## config.mk

```make
export PLATFORM = sky130hd
export DESIGN_NAME = mem_port_arbiter
export DESIGN_NICKNAME = d
export VERILOG_FILES = /design/src/rtl/mem_arb_pkg.sv /design/src/rtl/mem_port_arbiter_rr_pick2.sv /design/src/rtl/mem_port_arbiter.sv
export SDC_FILE = /design/constraint.sdc
export NUM_CORES = 1
export LEC_CHECK = 0
export ABC_CLOCK_PERIOD_IN_PS = 1200
export BUFFER_PORTS_ARGS = -buffer_cell sky130_fd_sc_hd__buf_4
export CORE_ASPECT_RATIO = 1.2
export CORE_MARGIN = 2
export CORE_UTILIZATION = 35
export CTS_CLUSTER_DIAMETER = 30
export CTS_CLUSTER_SIZE = 30
export DETAILED_ROUTE_END_ITERATION = 7
export HOLD_SLACK_MARGIN = 0.15
export PLACE_DENSITY = 0.76
export REMOVE_ABC_BUFFERS = 1
export SLEW_MARGIN = 20
export SYNTH_ARGS = -nofsm -noshare
export SYNTH_HDL_FRONTEND = slang
export SYNTH_SLANG_ARGS = --single-unit
```

## constraint.sdc

```tcl
create_clock -name Clock -period 1.2 [get_ports Clock]
set_input_delay 0.3 -clock Clock [delete_from_list [all_inputs] [get_ports Clock]]
set_output_delay 0.3 -clock Clock [all_outputs]
set_load 0.005 [all_outputs]
```

## src/rtl/mem_arb_pkg.sv

```systemverilog
// Shared types and constants for the program/data RAM port arbiter.
package mem_arb_pkg;

    typedef enum logic [1:0] {
        ARB_IDLE  = 2'd0,
        ARB_GRANT = 2'd1,
        ARB_RESP  = 2'd2
    } arbState_e;

    localparam logic REQ_CPU = 1'b0;
    localparam logic REQ_DBG = 1'b1;

    localparam int DEF_ADDR_W = 9;
    localparam int DEF_DATA_W = 32;

endpackage

```

## src/rtl/mem_port_arbiter_rr_pick2.sv

```systemverilog
// rr_pick2: combinational two-way round-robin selector; on a tie the
// requester that did not win last time is chosen.
module rr_pick2
    import mem_arb_pkg::*;
(
    input  logic req0,
    input  logic req1,
    input  logic lastGnt,
    output logic valid,
    output logic winner
);

    always_comb begin
        valid  = req0 | req1;
        winner = REQ_CPU;
        if (req0 && req1) begin
            winner = (lastGnt == REQ_CPU) ? REQ_DBG : REQ_CPU;
        end else if (req1) begin
            winner = REQ_DBG;
        end
    end

endmodule

```

## src/rtl/mem_port_arbiter.sv

```systemverilog
// mem_port_arbiter: shares the single-port program/data RAM between the CPU MAR/MDR
// path and the debug/loader port. Define MEM_ARB_HALT_EN to add dbg_halt (CPU stall).
module mem_port_arbiter
    import mem_arb_pkg::*;
#(
    parameter int ADDR_W = DEF_ADDR_W,
    parameter int DATA_W = DEF_DATA_W
) (
    input  logic              Clock,
    input  logic              Reset,
    input  logic              cpu_req,
    input  logic              cpu_we,
    input  logic [ADDR_W-1:0] cpu_addr,
    input  logic [DATA_W-1:0] cpu_wdata,
    output logic              cpu_gnt,
    output logic              cpu_rvalid,
    input  logic              dbg_req,
    input  logic              dbg_we,
    input  logic [ADDR_W-1:0] dbg_addr,
    input  logic [DATA_W-1:0] dbg_wdata,
    output logic              dbg_gnt,
    output logic              dbg_rvalid,
    output logic [DATA_W-1:0] rdata,
    output logic [ADDR_W-1:0] ram_addr,
    output logic [DATA_W-1:0] ram_data,
    output logic              ram_we,
    input  logic [DATA_W-1:0] ram_q
`ifdef MEM_ARB_HALT_EN
    ,
    input  logic              dbg_halt
`endif
);

    arbState_e         stateReg;
    arbState_e         stateNext;
    logic              ownerReg;
    logic              lastGntReg;
    logic [ADDR_W-1:0] ramAddrReg;
    logic [DATA_W-1:0] ramDataReg;
    logic              ramWeReg;
    logic              cpuReqEff;
    logic              pickValid;
    logic              pickWinner;
    logic              loadReq;
    logic [1:0]        gntVec;
    logic [1:0]        rvalidVec;

`ifdef MEM_ARB_HALT_EN
    // Halt only masks new CPU requests; an access already past IDLE finishes.
    assign cpuReqEff = cpu_req & ~dbg_halt;
`else
    assign cpuReqEff = cpu_req;
`endif

    rr_pick2 uPick (
        .req0    (cpuReqEff),
        .req1    (dbg_req),
        .lastGnt (lastGntReg),
        .valid   (pickValid),
        .winner  (pickWinner)
    );

    always_ff @(posedge Clock) begin
        if (Reset) begin
            stateReg <= ARB_IDLE;
        end else begin
            stateReg <= stateNext;
        end
    end

    always_comb begin
        stateNext = stateReg;
        loadReq   = 1'b0;
        case (stateReg)
            ARB_IDLE: begin
                if (pickValid) begin
                    loadReq   = 1'b1;
                    stateNext = ARB_GRANT;
                end
            end
            ARB_GRANT: stateNext = ramWeReg ? ARB_IDLE : ARB_RESP;
            ARB_RESP:  stateNext = ARB_IDLE;
            default:   stateNext = ARB_IDLE;
        endcase
    end

    // RAM strobes are registered at selection so they are stable for the whole GRANT cycle.
    always_ff @(posedge Clock) begin
        if (Reset) begin
            ramAddrReg <= '0;
            ramDataReg <= '0;
            ramWeReg   <= 1'b0;
            ownerReg   <= REQ_CPU;
            lastGntReg <= REQ_DBG;
        end else if (loadReq) begin
            ownerReg   <= pickWinner;
            lastGntReg <= pickWinner;
            if (pickWinner == REQ_DBG) begin
                ramAddrReg <= dbg_addr;
                ramDataReg <= dbg_wdata;
                ramWeReg   <= dbg_we;
            end else begin
                ramAddrReg <= cpu_addr;
                ramDataReg <= cpu_wdata;
                ramWeReg   <= cpu_we;
            end
        end else if (stateReg == ARB_GRANT) begin
            ramWeReg <= 1'b0;
        end
    end

    for (genvar gi = 0; gi < 2; gi++) begin : gReqOut
        assign gntVec[gi]    = (stateReg == ARB_GRANT) && (ownerReg == 1'(gi));
        assign rvalidVec[gi] = (stateReg == ARB_RESP) && (ownerReg == 1'(gi));
    end

    assign cpu_gnt    = gntVec[REQ_CPU];
    assign dbg_gnt    = gntVec[REQ_DBG];
    assign cpu_rvalid = rvalidVec[REQ_CPU];
    assign dbg_rvalid = rvalidVec[REQ_DBG];
    assign rdata      = ram_q;
    assign ram_addr   = ramAddrReg;
    assign ram_data   = ramDataReg;
    assign ram_we     = ramWeReg;

endmodule

```

Word level (Yosys, flattened, before mapping):

Index checks and enable logic that the tools add are counted.
W data, S select, Z words.

* reductions and logical operators: 7
* bitwise logic cells: 2
* eq/ne operators: 3
* mux-type cells: 13

Operators by type and width (number)
* $mux W32: 1
* $mux W9: 1
* $mux W1: 8
* $logic_and A1 B1 Y1: 5
* $mux W2: 2
* $pmux W2 S2: 1
* $eq A2 B1 Y1 const B: 1
* $eq A2 B2 Y1 const B: 1
* $logic_not A2 Y1: 1
* $ne A2 B2 Y1 const B: 1
* $reduce_bool A2 Y1: 1
* $not A1 Y1: 1
* $or A1 B1 Y1: 1

* input port bits: 120
* logic and storage cells: 31
* register bits: 46
* output and inout port bits: 78

Depth between registers and ports, before layout:

Gate-level depths: netlist of the first run.

* depth in word-level cells: 4
* mapped depth: 5

By module:

Synthesis of the first run repeated with hierarchy kept, for this count alone.

* cells, all modules: 240
* area total of the unflattened synthesis: 2307.2 um^2

By module, submodules not included
* mem_port_arbiter: cells an instance 238, times used 1, area an instance 2293.4 um^2, seq. area each 920.9 um^2
* rr_pick2: cells an instance 2, times used 1, area an instance 13.8 um^2, seq. area each 0.0 um^2

Least setup slack after synthesis of the first run:

Ideal clock, no wire load.

* path kind: register -> register
* start point: register stateReg[1]
* end point: register ramAddrReg[0] (netlist: ram_addr[0])
* path buffers: 1
* arrival: 1081 ps
* library setup time: 144 ps
* clock period less this slack: 1224 ps
* data required time: 1056 ps
* path slack: -24 ps
* cell stages (with the launch flop): 5
* path through: dfxtp_1 -> or2_2 -> nor2_2 -> buf_2 -> a311oi_2

* cells in the longest elaborated chain, start to end: 2

Ends and longest elaborated chain
* from (decl): line mem_port_arbiter.sv:34 `arbState_e stateReg;`
* from (signal assigned): line mem_port_arbiter.sv:67 `stateReg <= stateNext;`
* $logic_not A2 Y1: line mem_port_arbiter.sv:74 `case (stateReg)`
* $mux W1: line mem_port_arbiter.sv:74
* to (signal assigned): line mem_port_arbiter.sv:99 `ramAddrReg <= dbg_addr;`
* to (signal assigned): line mem_port_arbiter.sv:103 `ramAddrReg <= cpu_addr;`
* to (decl): line mem_port_arbiter.sv:38 `logic [ADDR_W-1:0] ramAddrReg;`

No other way between the ends.
A chain may end at the register's enable or synchronous reset.

Final worst setup path of the first run:

* start point: register stateReg[1]
* end point: output dbg_gnt

* cells in the longest elaborated chain, start to end: 2

Ends and longest elaborated chain
* $eq A2 B1 Y1: line mem_port_arbiter.sv:113 `assign gntVec[gi] = (stateReg == ARB_GRANT) && (ownerReg == 1'(gi));`
* $logic_and A1 B1 Y1: line mem_port_arbiter.sv:113
* to (decl): line mem_port_arbiter.sv:21 `output logic dbg_gnt,`

No other way between the ends.

==> results of run 1 <==
==> kinds of logic after synthesis <==
kind of cell           count (synthesis)  share of synthesized area [%]
and+or+nand+nor                       99                           16.1
AOI/OAI and AO/OA                     89                           29.5
buffers and inverters                 60                           17.2
DFF                                   46                           36.8
muxes                                  1                          0.400
==> worst reg2reg max path: stages, from the launching register on <==
cell,delay (ns)
dfxtp_2,0.33
buf_6,0.12
buf_12,0.12
nor2_4,0.14
buf_12,0.16
clkbuf_16,0.16
a21oi_2,0.06
a311oi_2,0.23
==> flip-flops by register name (all words and copies together) (netlist names) <==
signal / flops
stateReg: 2
ram_we: 1
ownerReg: 1
ram_data: 32
lastGntReg: 1
ram_addr: 9
==> stage by stage <==
stage	utilization, %	cells
after global routing	58.7	502
after detailed placement	49.0	471
final	58.7	502
after floorplan	-	236
after global placement	49.0	471
after CTS	56.7	501
==> synthesized netlist by cell type (all sizes together) <==
cell type / n / area share [%]
clkbuf: 3 / 0.45
o31ai: 1 / 0.50
dfxtp: 46 / 37
nor3: 2 / 0.40
buf: 56 / 17
a311oi: 41 / 19
nand3b: 1 / 0.30
nand3: 1 / 0.20
a21bo: 1 / 0.40
nor3b: 2 / 0.60
nand2b: 1 / 0.25
nor2: 6 / 1.1
a21oi: 42 / 8.4
mux2i: 1 / 0.40
a21boi: 1 / 0.75
nand2: 83 / 12
o21ai: 3 / 0.60
or2: 2 / 0.50
inv: 1 / 0.15
nor2b: 1 / 0.25
==> worst paths after layout <==
check,start,to,depth (start not counted)
worst max-delay path,stateReg[1],dbg_gnt,4
worst min-delay path,dbg_wdata[9],ram_data[9],3
worst max register to register,stateReg[1],ram_data[5],7
worst min register to register,ram_we,stateReg[1],1
==> per-layer routing <==
layer	track usage, %	up-vias	wire length, um
met2	39.0	129	4760
met3	15.2	13	1280
li1	-	1261	-
met1	28.0	1245	3660
met4	4.30	2	105
met5	5.71	-	59
==> what timing repair did <==
item | in CTS | in global routing
pin swaps | 49 | 28
gates resized for setup | 45 | 34
endpoints found under the setup margin | 46 | 49
cloned | 7 | 1
setup buffers | 15 | 2
==> final cells by class <==
class                           instances  area (um^2)  share of cell area (%)
Timing Repair Buffer                  168         1470                    36.2
Multi-Input combinational cell        192         1450                    35.8
Sequential cell                        46          927                    22.9
Tap cell                               87          109                    2.69
Clock buffer                            7         86.3                    2.13
Clock inverter                          1         5.00                   0.124
Inverter                                1         3.75                  0.0927
==> power by group through the flow <==
stage	sequential, W	clock, W	combinational, W
detailed placement	0.00185	0	0.00132
floorplan	0.00185	0	0.000532
finish	0.00185	0.000982	0.00178
CTS	0.00183	0.00100	0.00170
global route	0.00187	0.00105	0.00190
global placement	0.00185	0	0.00128
==> summary.log, run 1 <==
INFO  setup_path     timing.critical_path.slowest_cell_delay=0.33ns
INFO  power_and_ir_drop power-per-cell-area=1140mW/mm^2
INFO  setup_path     timing.reg2reg.setup_slack=-0.19ns
INFO  synthesis      synth-seq-cells=46
INFO  synthesis      postSynthCellCount=295
INFO  die            die_outline_area=0.00784mm^2
INFO  sta            clock.fmax=0.709GHz
INFO  route          number_of_design_rule_violations_left_after_detail_routing=0
INFO  power_and_ir_drop worst_ir_drop_vdd=0.000495V
INFO  global_routing grt_antenna_before_repair=0
INFO  power_and_ir_drop combPwrFrac=38.5%
INFO  synthesis      ys_seq_area_share=36.8%
INFO  die            top_level_ports=198
INFO  synthesis      synthesis.area=0.00250mm^2
INFO  global_routing grt_start_max_net_pins=28
INFO  placement      dp_slack=-0.741ns
INFO  clock_tree     clock_transition_at_the_register_clock_pins_on_the_worst_setup_and_hold_paths_after_cts=0.09ns
INFO  setup_path     critPathKind=reg2out
INFO  finish         antenna_cells_inserted=0
INFO  finish         final.fill_count=618
INFO  route          antenna_violating_nets_post_route=0
INFO  setup_path     timing.critical_path.to_type=output port
INFO  flow_run       cap_violations=0
INFO  sta            timing.final.hold_violations=0
INFO  finish         mostFrequentLayoutCell=buf_4
INFO  global_routing wire_length_of_the_first_global_routing_pass=14.5mm
INFO  sta            slew_violations=0
INFO  die            die_y=96.6um
INFO  sta            final_min_period_over_clock_period=118%
INFO  run_status     run_status=finished with violations
INFO  finish         syn2layout_area_growth=61.8%
INFO  route          detail_route.first_pass.iterations=4
INFO  synthesis      post_synth.cell_area_avg=8.48um^2
INFO  sta            rsz0062_at_grt=true
INFO  setup_path     cp_slowest_cell=dfxtp_2
INFO  sta            final_period_minus_worst_setup_slack=1.41ns
INFO  sta            worst_clock_skew=0.00858ns
INFO  sta            transition_time_of_the_tightest_slew_check_pin=0.532ns
INFO  global_routing grt_pass1_vias=2678
INFO  global_routing grt_overflow_total=0
INFO  power_and_ir_drop power_frac_clock=21.3%
INFO  finish         drive_above_1_share=61.2%
INFO  global_routing global_route.usage.total=24.6%
INFO  synthesis      yosysUniqueCellTypes=26
INFO  sta            finalSetupTns=-6.00ns
INFO  power_and_ir_drop power_switching=0.00144W
INFO  route          routedWlPerCell=19.6um
INFO  route          drtIter0Drc=99
INFO  power_and_ir_drop switching_share=31.3%
INFO  die            placement_rows=33
INFO  setup_path     timing.critical_path.buf_inv=2
INFO  setup_path     startpoint_type=flip-flop
INFO  placement      routabilityCongestion=0.819
INFO  clock_tree     hold_buffers=0
INFO  setup_path     cp_data_required_time=0.90ns
INFO  die            coreArea=0.00690mm^2
INFO  power_and_ir_drop power.static_leakage=1.74nW
INFO  clock_tree     h-tree-depth=2
INFO  placement      hpwl=6.73mm
INFO  die            die_x=81.2um
INFO  run_status     failing_checks=negative setup slack
INFO  route          drt-vias-per-instance=5.28
INFO  clock_tree     cts.path.max_buffers=2
INFO  placement      placement.io_buffers=133
INFO  sta            fin_hold_ws=0.267ns
INFO  setup_path     arrival=1.11ns
INFO  setup_path     cp_max_fo=4
INFO  sta            total_setup_violations_reported_at_the_end_of_the_flow=48
INFO  route          routed_wirelength=9.86mm
INFO  finish         layout.nets=534
INFO  clock_tree     cts_tree=done
INFO  placement      postPlaceCellArea=0.00338mm^2
INFO  clock_tree     root_buffer=clkbuf_8
INFO  clock_tree     cts_buffer_count=5
INFO  power_and_ir_drop power_report.internal_total=0.00317W
INFO  setup_path     crit_family=flip-flops
INFO  power_and_ir_drop power_frac_seq=40.1%
INFO  hold_path      hold_path.class=in2reg
INFO  finish         layout.cell_area.non_filler=0.00405mm^2
INFO  route          vias=2650
INFO  sta            max_slew_margin=64.5%
INFO  synthesis      number_of_synthesis_warnings=0
INFO  die            initial_utilization=36.3%
INFO  clock_tree     worstSkewPairLatency=0.29ns
INFO  finish         layout.cells.most_common_list=buf_4 (150), nand2_1 (82), dfxtp_1 (43)
INFO  sta            final_critical_path_setup_slack=-0.211ns
INFO  power_and_ir_drop power.total=0.00461W
INFO  setup_path     crit_chain=buf_6 > nand2b_4 > nor2_2 > buf_4
INFO  clock_tree     cts_sinks=46
No activity file was read; power rests on OpenSTA's default activity.
==> run 2, diff against run 1 <==
CORE_UTILIZATION = 36   (was 35)
PLACE_DENSITY = 0.77   (was 0.76)
==> summary.log, run 2 (synthesis gave the netlist of run 1 again) <==
INFO  route          routedWlPerCell=20.2um
INFO  setup_path     startpoint_type=flip-flop
INFO  clock_tree     cts.path.max_buffers=2
INFO  setup_path     crit_chain=buf_6 > nand2b_4 > nor2_1 > buf_4
INFO  route          drtIter0Drc=115
INFO  setup_path     crit_family=flip-flops
INFO  sta            max_slew_margin=61.5%
INFO  finish         final_util=62.0%
INFO  setup_path     arrival=1.07ns
INFO  finish         mostFrequentLayoutCell=buf_4
INFO  power_and_ir_drop power-per-cell-area=1100mW/mm^2
INFO  global_routing grt_start_max_net_pins=28
INFO  placement      postPlaceCellArea=0.00336mm^2
INFO  finish         syn2layout_area_growth=67.7%
INFO  hold_path      hold_path.class=in2reg
INFO  die            die_x=80.1um
INFO  route          detail_route.first_pass.iterations=4
INFO  clock_tree     root_buffer=clkbuf_8
INFO  clock_tree     clock_transition_at_the_register_clock_pins_on_the_worst_setup_and_hold_paths_after_cts=0.09ns
INFO  clock_tree     cts_tree=done
INFO  setup_path     timing.critical_path.buf_inv=2
INFO  clock_tree     worstSkewPairLatency=0.29ns
INFO  power_and_ir_drop worst_ir_drop_vdd=0.000571V
INFO  finish         antenna_cells_inserted=0
INFO  die            coreArea=0.00677mm^2
INFO  sta            final_period_minus_worst_setup_slack=1.37ns
INFO  route          number_of_design_rule_violations_left_after_detail_routing=0
INFO  finish         layout.cell_area.non_filler=0.00420mm^2
INFO  route          drt-vias-per-instance=5.34
INFO  die            initial_utilization=36.9%
INFO  die            die_y=95.3um
INFO  setup_path     timing.critical_path.to_type=output port
INFO  clock_tree     h-tree-depth=2
INFO  finish         layout.cells.most_common_list=buf_4 (150), nand2_1 (46), dfxtp_1 (42)
INFO  flow_run       cap_violations=0
INFO  sta            finalSetupTns=-5.29ns
INFO  global_routing grt_overflow_total=0
INFO  sta            rsz0062_at_grt=true
INFO  sta            final_critical_path_setup_slack=-0.173ns
INFO  global_routing grt_pass1_vias=2635
INFO  power_and_ir_drop power.static_leakage=1.91nW
INFO  finish         final-seq-area=926um^2
INFO  setup_path     cp_slowest_cell=dfxtp_2
INFO  placement      hpwl=6.52mm
INFO  finish         layout.nets=537
INFO  sta            total_setup_violations_reported_at_the_end_of_the_flow=48
INFO  setup_path     critPathKind=reg2out
INFO  sta            timing.final.hold_violations=0
INFO  sta            transition_time_of_the_tightest_slew_check_pin=0.576ns
INFO  setup_path     cp_max_fo=5
INFO  finish         final.fill_count=572
INFO  die            die_outline_area=0.00763mm^2
INFO  route          vias=2699
INFO  route          antenna_violating_nets_post_route=0
INFO  setup_path     timing.critical_path.slowest_cell_delay=0.33ns
INFO  finish         multi_input_area=0.00155mm^2
INFO  die            top_level_ports=198
INFO  clock_tree     cts_buffer_count=5
INFO  clock_tree     cts_sinks=46
INFO  die            placement_rows=33
INFO  finish         largest_register_ff_count=32
INFO  route          routed_wirelength=10.2mm
INFO  finish         drive_above_1_share=64.1%
INFO  placement      routabilityCongestion=0.762
INFO  run_status     failing_checks=negative setup slack
INFO  setup_path     cp_data_required_time=0.90ns
INFO  sta            slew_violations=0
INFO  sta            worst_clock_skew=0.00500ns
INFO  placement      placement.io_buffers=133
INFO  global_routing grt_antenna_before_repair=0
INFO  run_status     run_status=finished with violations
INFO  sta            final_min_period_over_clock_period=114%
INFO  global_routing wire_length_of_the_first_global_routing_pass=14.4mm
INFO  global_routing global_route.usage.total=25.3%
INFO  sta            clock.fmax=0.728GHz
-- run 2: cell count changes in the layout (fill, tap and decap cells not counted), moves of 6 or more --
cell / delta
a21oi_1: +32
a21oi_2: -26
a21oi_4: -6
a311oi_1: -8
a311oi_2: +8
nand2_1: -36
nand2_2: +14
nand2_4: +22
-- run 2: worst min-delay path, stage by stage --
cell and delay [ns]:
buf_4 0.12, nand2_2 0.05, a311oi_1 0.06
-- run 2: where the power goes --
part           switching (W)  internal (W)  total, W  leakage [nW]
sequential          0.000107       0.00171   0.00182         0.383
combinational       0.000836      0.000980   0.00182          1.48
clock               0.000505      0.000466  0.000970        0.0482
-- run 2: timing repair --
action / 4_1_cts / 5_1_grt
resized for setup: 60 / 52
gates cloned: 9 / 1
hold buffers: 0 / 0
endpoints found under the setup margin: 47 / 48
buffers inserted: 17 / 1
pin swaps: 39 / 47
-- run 2: final timing paths --
path | start | end | slack, ns | depth (start not counted)
worst min-delay path | dbg_addr[6] | ram_addr[6] | 0.28 | 3
worst max-delay path | stateReg[1] | cpu_gnt | -0.17 | 4
worst min register to register | ram_we | stateReg[1] | 0.46 | 1
worst max register to register | lastGntReg | ram_data[12] | -0.16 | 6
-- run 2: routing by layer --
metal | routed length [um] | global-route usage [%]
met2 | 5230 | 42.4
met3 | 1040 | 10.2
met1 | 3740 | 29.5
met5 | 60 | 5.71
met4 | 97 | 6.92
-- run 2: layout make-up --
type | count | share of cell area, %
clock buffers | 7 | 2.06
clock inverters | 1 | 0.119
inverters | 1 | 0.0895
multi-input cells | 192 | 36.9
flip-flops and latches | 46 | 22.1
well taps | 87 | 2.59
repair buffers | 171 | 36.2
-- run 2: through the flow --
step,total power [W],setup slack (ns),hold WS [ns],std cells
detailed placement,0.00315,-0.745,0.446,472
finish,0.00461,-0.173,0.276,505
floorplan,0.00239,-0.903,0.368,236
CTS,0.00448,-0.189,0.264,506
global placement,0.00312,-0.675,0.454,472
global route,0.00484,-0.228,0.272,505
==> run 3, diff against run 2 <==
CORE_UTILIZATION = 27   (was 36)
PLACE_DENSITY = not set   (was 0.77)
==> summary.log, run 3 (synthesis gave the netlist of run 1 again) <==
INFO  sta            clock.fmax=0.735GHz
INFO  route          drt-vias-per-instance=4.85
INFO  global_routing grt_pass1_vias=2503
INFO  die            die_outline_area=0.0101mm^2
INFO  power_and_ir_drop power-per-cell-area=1170mW/mm^2
INFO  power_and_ir_drop power.static_leakage=1.74nW
INFO  route          routed_wirelength=9.75mm
INFO  finish         final.fill_count=932
INFO  sta            final_critical_path_setup_slack=-0.161ns
INFO  clock_tree     clock_transition_at_the_register_clock_pins_on_the_worst_setup_and_hold_paths_after_cts=0.10ns
INFO  die            die_x=91.9um
INFO  sta            total_setup_violations_reported_at_the_end_of_the_flow=37
INFO  clock_tree     cts_sinks=46
INFO  clock_tree     root_buffer=clkbuf_8
INFO  hold_path      worst_hold_path.num_cells=3
INFO  route          vias=2573
INFO  sta            finalSetupTns=-3.37ns
INFO  sta            rsz0062_at_grt=true
INFO  die            die_y=109um
INFO  global_routing wire_length_of_the_first_global_routing_pass=14.0mm
INFO  run_status     run_status=finished with violations
INFO  sta            max_slew_margin=59.6%
INFO  route          detail_route.first_pass.iterations=4
INFO  die            initial_utilization=27.7%
INFO  power_and_ir_drop worst_ir_drop_vdd=0.000479V
INFO  global_routing global_route.usage.total=18.3%
INFO  placement      placed_cells_incl_taps=507
INFO  sta            fin_hold_ws=0.256ns
INFO  finish         antenna_cells_inserted=0
INFO  die            top_level_ports=198
INFO  setup_path     reg2reg_to=ram_data[29]
INFO  setup_path     crit_chain=buf_6 > nand2b_4 > nor2_2 > buf_4
INFO  power_and_ir_drop power_frac_seq=39.5%
INFO  setup_path     cp_data_required_time=0.90ns
INFO  placement      routabilityCongestion=0.738
INFO  setup_path     timing.reg2reg.setup_slack=-0.13ns
INFO  power_and_ir_drop power_switching=0.00134W
INFO  placement      hpwl=6.82mm
INFO  sta            final_period_minus_worst_setup_slack=1.36ns
INFO  setup_path     timing.critical_path.slowest_cell_delay=0.33ns
INFO  die            coreArea=0.00903mm^2
INFO  finish         mostFrequentLayoutCell=buf_4
INFO  clock_tree     worstSkewPairLatency=0.30ns
INFO  sta            timing.final.hold_violations=0
INFO  finish         syn2layout_area_growth=58.2%
INFO  finish         layout.nets=529
INFO  finish         fin_cells=530
INFO  power_and_ir_drop power_report.internal_total=0.00327W
INFO  setup_path     ff_to_ff_path_depth=4
INFO  flow_run       cap_violations=0
INFO  sta            slew_violations=0
INFO  setup_path     cp_slowest_cell=dfxtp_2
INFO  sta            worst_clock_skew=0.0178ns
INFO  run_status     failing_checks=negative setup slack
INFO  finish         final_util=43.8%
INFO  setup_path     cp_max_fo=5
INFO  sta            final_min_period_over_clock_period=113%
INFO  hold_path      whs_endpoint=ram_addr[6]
INFO  clock_tree     hold_buffers=0
INFO  route          antenna_violating_nets_post_route=0
INFO  finish         drive_above_1_share=53.4%
INFO  global_routing grt_start_max_net_pins=44
INFO  clock_tree     cts_tree=done
INFO  clock_tree     cts_buffer_count=5
INFO  setup_path     timing.critical_path.to_type=output port
INFO  setup_path     arrival=1.06ns
INFO  die            placement_rows=38
INFO  setup_path     reg2reg_from=stateReg[1]
INFO  setup_path     startpoint_type=flip-flop
INFO  sta            transition_time_of_the_tightest_slew_check_pin=0.604ns
INFO  global_routing grt_overflow_total=0
INFO  hold_path      hold_path.class=in2reg
INFO  global_routing grt_antenna_before_repair=0
INFO  route          drtIter0Drc=78
INFO  route          number_of_design_rule_violations_left_after_detail_routing=0
INFO  power_and_ir_drop combPwrFrac=35.5%
INFO  hold_path      timing.hold.worst.start=dbg_addr[6]
INFO  setup_path     critPathKind=reg2out
INFO  clock_tree     cts.path.max_buffers=2
INFO  placement      dp_slack=-0.449ns
INFO  power_and_ir_drop switching_share=29.1%
INFO  finish         layout.cells.most_common_list=buf_4 (141), nand2_1 (81), dfxtp_1 (42)
INFO  clock_tree     h-tree-depth=2
INFO  finish         largest_register_ff_count=32
INFO  placement      placement.io_buffers=133
INFO  route          routedWlPerCell=18.4um
INFO  power_and_ir_drop power_frac_clock=25.0%
## run 3: changes by cell type in the layout (fill, tap and decap cells not counted), moves of 3 or more
cell / delta
a21oi_2: +7
a311oi_2: -12
buf_4: -9
nand2_1: +35
a311oi_1: +12
nand2_4: -21
clkbuf_16: +3
nand2_2: -14
buf_12: +3
a21oi_1: -7
## run 3: worst max-delay path, delay by kind of cell, from the launching register on
kind / cells / cell delay (ns)
DFF: 1 / 0.33
buffers and inverters: 2 / 0.23
and+or+nand+nor: 2 / 0.22
## run 3: layout make-up
type	instances	area [um^2]	area share [%]
clock buffer	7	76.3	1.93
tap	120	150	3.79
clock inverter	1	30.0	0.759
inverter	1	3.75	0.0948
multi-input combinational	191	1260	32.0
timing repair buffer	164	1500	37.9
sequential	46	931	23.5
## run 3: repair_timing
action	4_1_cts	5_1_grt
setup buffers	5	2
pin swaps	13	19
endpoints found under the setup margin	46	48
resized for setup	23	19
gates cloned	5	4
## run 3: how the worst max path moves through the flow
stage | from | endpoint | cells past startpoint
2_1_floorplan | stateReg[1] | ram_addr[0] | 3
3_3_place_gp | stateReg[1] | ram_data[23] | 3
3_5_place_dp | stateReg[1] | ram_addr[3] | 4
4_1_cts | stateReg[1] | dbg_gnt | 4
5_1_grt | stateReg[1] | dbg_gnt | 4
6_report | stateReg[1] | dbg_gnt | 4
## run 3: power groups by stage
stage / clock (W) / sequential (W) / combinational [W]
4_1_cts: 0.00120 / 0.00182 / 0.00157
5_1_grt: 0.00126 / 0.00185 / 0.00177
3_3_place_gp: 0 / 0.00185 / 0.00132
2_1_floorplan: 0 / 0.00185 / 0.000532
3_5_place_dp: 0 / 0.00185 / 0.00137
6_report: 0.00115 / 0.00183 / 0.00164
## run 3: per-stage QoR
step	power [W]	area (um^2)
after floorplan	0.00239	2070
after global placement	0.00317	3460
after detailed placement	0.00322	3490
after CTS	0.00459	3800
after global routing	0.00488	3960
final	0.00462	3960
## run 3: routing by layer
metal | wire, um | GRT usage [%]
met4 | 106 | 2.88
met3 | 1000 | 9.05
met1 | 4100 | 23.2
met2 | 4480 | 28.4
met5 | 62 | 4.69
